## config.mk

```make
export PLATFORM = sky130hd
export DESIGN_NAME = mult_seq
export DESIGN_NICKNAME = d
export VERILOG_FILES = /design/src/rtl/mult_pkg.sv /design/src/rtl/fa_nbit.sv /design/src/rtl/mult_seq.sv
export SDC_FILE = /design/constraint.sdc
export NUM_CORES = 1
export LEC_CHECK = 0
export ABC_AREA = 1
export CORE_MARGIN = 5
export CORE_UTILIZATION = 40
export CTS_CLUSTER_SIZE = 25
export DETAILED_ROUTE_END_ITERATION = 10
export GPL_TIMING_DRIVEN = 1
export HOLD_SLACK_MARGIN = 0.12
export PLACE_DENSITY = 0.65
export SLEW_MARGIN = 20
export SYNTH_ARGS = -nofsm -noshare
export SYNTH_HDL_FRONTEND = slang
export SYNTH_SLANG_ARGS = --single-unit
```

## constraint.sdc

```tcl
create_clock -name clk -period 30 [get_ports clk]
set_clock_uncertainty 0.2 [all_clocks]
set_input_delay 4.5 -clock clk [delete_from_list [all_inputs] [get_ports clk]]
set_output_delay 4.5 -clock clk [all_outputs]
set_load 0.05 [all_outputs]
```

## src/rtl/mult_pkg.sv

```systemverilog
// mult_pkg: FSM state encoding and counter sizing shared by the mult_seq datapath.
package mult_pkg;

  typedef enum logic [1:0] {
    IDLE = 2'd0,
    RUN  = 2'd1,
    FIX  = 2'd2,
    DONE = 2'd3
  } state_t;

  localparam int unsigned DEF_WIDTH = 32;

  // The counter must hold the value WIDTH itself, hence WIDTH+1 codes.
  function automatic int unsigned cnt_width(input int unsigned width);
    return $clog2(width + 1);
  endfunction

  localparam int unsigned DEF_CNT_W = cnt_width(DEF_WIDTH);

endpackage

```

## src/rtl/fa_nbit.sv

```systemverilog
// fa_nbit: N-bit ripple-carry adder, o_sum = i_a + i_b + i_cin, with carry-out.
module fa_nbit #(
  parameter int N = 32
) (
  input  logic [N-1:0] i_a,
  input  logic [N-1:0] i_b,
  input  logic         i_cin,
  output logic [N-1:0] o_sum,
  output logic         o_cout
);

  logic w_carry;

  always_comb begin
    // NOTE: every combinational output gets a value before the loop so no path infers a latch.
    w_carry = i_cin;
    o_sum   = '0;
    for (int i = 0; i < N; i++) begin
      o_sum[i] = i_a[i] ^ i_b[i] ^ w_carry;
      w_carry  = (i_a[i] & i_b[i]) | (w_carry & (i_a[i] ^ i_b[i]));
    end
    o_cout = w_carry;
  end

endmodule

```

## src/rtl/mult_seq.sv

```systemverilog
// mult_seq: shift-add sequential multiplier, WIDTH x WIDTH -> 2*WIDTH, fixed latency.
// Define MULT_SIGNED_EN for the sgn port and two's-complement mode (latency WIDTH+2, else WIDTH+1).
module mult_seq
  import mult_pkg::*;
#(
  parameter int WIDTH = 32
) (
  input  logic             clk,
  input  logic             rst_n,
  input  logic             start,
  input  logic [WIDTH-1:0] a,
  input  logic [WIDTH-1:0] b,
`ifdef MULT_SIGNED_EN
  input  logic             sgn,
`endif
  output logic             busy,
  output logic             done,
  output logic [WIDTH-1:0] prod_lo,
  output logic [WIDTH-1:0] prod_hi
);

  localparam int unsigned CNT_W = cnt_width(WIDTH);

  state_t           r_state;
  logic [CNT_W-1:0] r_cnt;
  logic [WIDTH-1:0] r_mcand;
  logic [WIDTH-1:0] r_acc_hi;
  logic [WIDTH-1:0] r_acc_lo;
  logic             r_busy;
  logic             r_done;

  logic [WIDTH-1:0] w_a_mag;
  logic [WIDTH-1:0] w_b_mag;
  logic [WIDTH-1:0] w_addend;
  logic [WIDTH-1:0] w_sum;
  logic             w_cout;

`ifdef MULT_SIGNED_EN
  logic r_neg;

  // The most negative value negates to itself, which is its correct unsigned magnitude.
  assign w_a_mag = (sgn && a[WIDTH-1]) ? -a : a;
  assign w_b_mag = (sgn && b[WIDTH-1]) ? -b : b;
`else
  assign w_a_mag = a;
  assign w_b_mag = b;
`endif

  // The multiplier lives in r_acc_lo and shifts out LSB-first as product bits shift in.
  assign w_addend = r_acc_lo[0] ? r_mcand : '0;

  fa_nbit #(
    .N(WIDTH)
  ) u_add (
    .i_a   (r_acc_hi),
    .i_b   (w_addend),
    .i_cin (1'b0),
    .o_sum (w_sum),
    .o_cout(w_cout)
  );

  always_ff @(posedge clk or negedge rst_n) begin
    if (!rst_n) begin
      // NOTE: datapath registers are reset too, because reset must zero the visible product.
      r_state  <= IDLE;
      r_cnt    <= '0;
      r_mcand  <= '0;
      r_acc_hi <= '0;
      r_acc_lo <= '0;
      r_busy   <= 1'b0;
      r_done   <= 1'b0;
`ifdef MULT_SIGNED_EN
      r_neg    <= 1'b0;
`endif
    end else begin
      // NOTE: non-blocking updates so every register sees the pre-edge values of the others.
      r_done <= 1'b0;
      case (r_state)
        IDLE: begin
          if (start) begin
            r_mcand  <= w_a_mag;
            r_acc_lo <= w_b_mag;
            r_acc_hi <= '0;
            r_cnt    <= CNT_W'(WIDTH);
            r_busy   <= 1'b1;
`ifdef MULT_SIGNED_EN
            r_neg    <= sgn & (a[WIDTH-1] ^ b[WIDTH-1]);
`endif
            r_state  <= RUN;
          end
        end

        RUN: begin
          // Carry-out becomes the new MSB so no product bit is lost.
          {r_acc_hi, r_acc_lo} <= {w_cout, w_sum, r_acc_lo[WIDTH-1:1]};
          r_cnt <= r_cnt - CNT_W'(1);
          if (r_cnt == CNT_W'(1)) begin
`ifdef MULT_SIGNED_EN
            r_state <= FIX;
`else
            r_state <= DONE;
`endif
          end
        end

`ifdef MULT_SIGNED_EN
        FIX: begin
          if (r_neg) begin
            {r_acc_hi, r_acc_lo} <= -{r_acc_hi, r_acc_lo};
          end
          r_state <= DONE;
        end
`endif

        DONE: begin
          r_done  <= 1'b1;
          r_busy  <= 1'b0;
          r_state <= IDLE;
        end

        default: begin
          r_busy  <= 1'b0;
          r_state <= IDLE;
        end
      endcase
    end
  end

  assign busy    = r_busy;
  assign done    = r_done;
  assign prod_lo = r_acc_lo;
  assign prod_hi = r_acc_hi;

endmodule

```

==> flow_summary_export.csv <==
group,metric,value,unit
power_and_ir_drop,powerDensity,123,mW/mm^2
clock_network,cts_buffers,9,
worst_setup_path,start_kind,"register",
drt,drc_errors,0,
sta,tns,0,ns
cells_and_area,final_common_cell,"nand2_1",
cells_and_area,utilization,0.550,
yosys,yosysSeqAreaShare,0.529,
status,status,"complete, no violations",
sta,maxSlewHeadroom,0.524,
worst_setup_path,end_kind,"register",
yosys,avgSynthCellArea,10.0,sq um
drt,first_iter_violations,237,
worst_setup_path,startpoint,"prod_lo[0]",
sta,hold_viol_final,0,
power_and_ir_drop,leakagePower,0.00298,uW
worst_setup_path,cp_max_fo,14,
clock_network,post-cts-setup-buffers,0,
clock_network,cts_hold_buffers,0,
flow_run,drv_cap,0,
clock_network,clkSinkCount,106,
drt,first_pass_iters,4,
worst_setup_path,path_class,"reg2reg",
yosys,synthesis.area,0.00501,sq mm
place,pre_cts_ws,15.86,ns
clock_network,post_cts_resized,0,
cells_and_area,syn2layout_area_growth,33.3,%
worst_setup_path,reg2reg_to,"prod_hi[30]",
floorplanning,die_area,0.0149,sq mm
floorplanning,die_w,122,um
clock_network,cts_tree,"done",
worst_setup_path,rrSetupSlack,15.96,ns
sta,period_share,0.468,
clock_network,path_clk_slew,0.07,ns
floorplanning,initial_core_util,0.412,
floorplanning,pin_count,133,
worst_setup_path,max_stage_delay,0.60,ns
power_and_ir_drop,power,823,uW
worst_setup_path,rr_worst_depth,38,
worst_setup_path,crit_path_end,"prod_hi[30]",
place,place_hpwl,8220,um
worst_setup_path,arrival,14.03,ns
cells_and_area,drive_above_1_share,0.0400,
power_and_ir_drop,worst_ir_drop_vdd,0.0523,mV
floorplanning,rows,40,
yosys,synth_cell_types,23,
worst_setup_path,slowest_stage,"dfrtp_1",
sta,slew_viol_final,0,
worst_setup_path,cp.required,29.99,ns
cells_and_area,antennaDiodeCount,0,
floorplanning,die_h,122,um
sta,clock.fmax,71.2,MHz
min_path,holdCritPathClass,"reg2reg",
clock_network,cts-root-buf,"clkbuf_16",
drt,vias_per_cell,4.83,
global_routing,grt_pass1_vias,4082,
place,io_buffers,132,
place,place_congestion,0.773,
sta,tightest_slew,0.714,ns
global_routing,grt_overflow_total,0,
yosys,ys_ff_latch,106,
cells_and_area,layout_common_cells,"nand2_1, clkdlybuf4s50_1, dfrtp_1",
drt,routed_wl,11800,um
drt,final_antenna_net_count,0,
sta,setup_slack,15.96,ns
global_routing,grt_usage,0.166,
sta,rsz0062_at_grt,"no",
global_routing,antenna_found_initial,0,
drt,vias,3828,
worst_setup_path,timing.rr.start,"prod_lo[0]",
floorplanning,core,0.0122,sq mm
clock_network,htree_levels,3,
clock_network,clock_latency,0.33,ns
cells_and_area,nNetsFinal,722,
clock_network,clock_path_buffers,2,
global_routing,grt_pass1_wl,19800,um
yosys,syn-num-nets,602,
global_routing,grt_max_degree,78,
sta,holdWs,0.270,ns
worst_setup_path,crit_top_cell,"fa_1",
drt,wl_per_cell,14.9,um
sta,setup_viol,0,
yosys,ys_warn_count,0,
sta,post-route-min-period,14.04,ns
yosys,synth_cells,501,
cell type report:
type / count / area [sq um]
inverter: 73 / 274
clock buffer: 12 / 246
fill: 1112 / 5480
clock inverter: 3 / 40.0
sequential: 106 / 2650
timing repair buffer: 136 / 1350
multi-input combinational: 295 / 1910
tap: 168 / 210
metrics by stage:
step           area (sq um)  cells
5_1_grt                6680    793
6_report               6680    793
2_1_floorplan          5010    501
4_1_cts                6680    793
3_3_place_gp           6390    778
3_5_place_dp           6390    778
routing by layer:
layer | part of all wire | GRT usage
met1 | 0.45 | 0.224
met2 | 0.47 | 0.269
met3 | 0.079 | 0.0469
met4 | 0.0075 | 0.0322
met5 | 0 | 0
logic make-up after synthesis:
group,Yosys count,share of synthesized area
simple gates,191,0.148
flops,106,0.529
buf+inv,100,0.0911
compound gates,70,0.101
fa+ha+maj,34,0.131
critical path, delay by kind of cell (launching register included):
family,cells,cell delay (ns)
adders and majority gates,32,12.68
AOI/OAI and AO/OA,1,0.06
and+or+nand+nor,1,0.09
DFF,1,0.60
buffers and inverters,4,0.26
worst min-delay path by stage:
| stage | start | depth (start not counted) | slack (ns) | endpoint |
|---|---|---|---|---|
| 2_1_floorplan | r_mcand[1] | 2 | 0.24 | r_mcand[1] |
| 3_3_place_gp | r_mcand[18] | 2 | 0.26 | r_mcand[18] |
| 3_5_place_dp | r_mcand[21] | 2 | 0.26 | r_mcand[21] |
| 4_1_cts | r_mcand[21] | 2 | 0.28 | r_mcand[21] |
| 5_1_grt | r_mcand[16] | 2 | 0.29 | r_mcand[16] |
| 6_report | r_mcand[27] | 2 | 0.27 | r_mcand[27] |
registers in the layout, indices dropped and copies added, names as in the netlist:
| register | flops |
|---|---|
| prod_lo | 32 |
| r_cnt | 6 |
| busy | 1 |
| r_state | 2 |
| done | 1 |
| prod_hi | 32 |
| r_mcand | 32 |
Yosys cell counts, drive strengths merged:
cell type,instances,area [sq um]
nor2,4,17.5
fa,31,621
o21ai,7,35.0
nor3,2,10.0
nand3,5,25.0
clkbuf,9,33.8
a22oi,2,15.0
ha,3,37.5
nand4,1,6.26
dfrtp,106,2650
inv,73,274
nand2,179,682
o211ai,2,15.0
o22ai,31,194
o221ai,28,245
buf,18,149
where the power goes:
group	switching, uW	internal, uW
sequential	42.2	214
combinational	287	165
clock	49.0	66.4
total	378	445
Note: power is estimated with default switching activity, not from simulation.
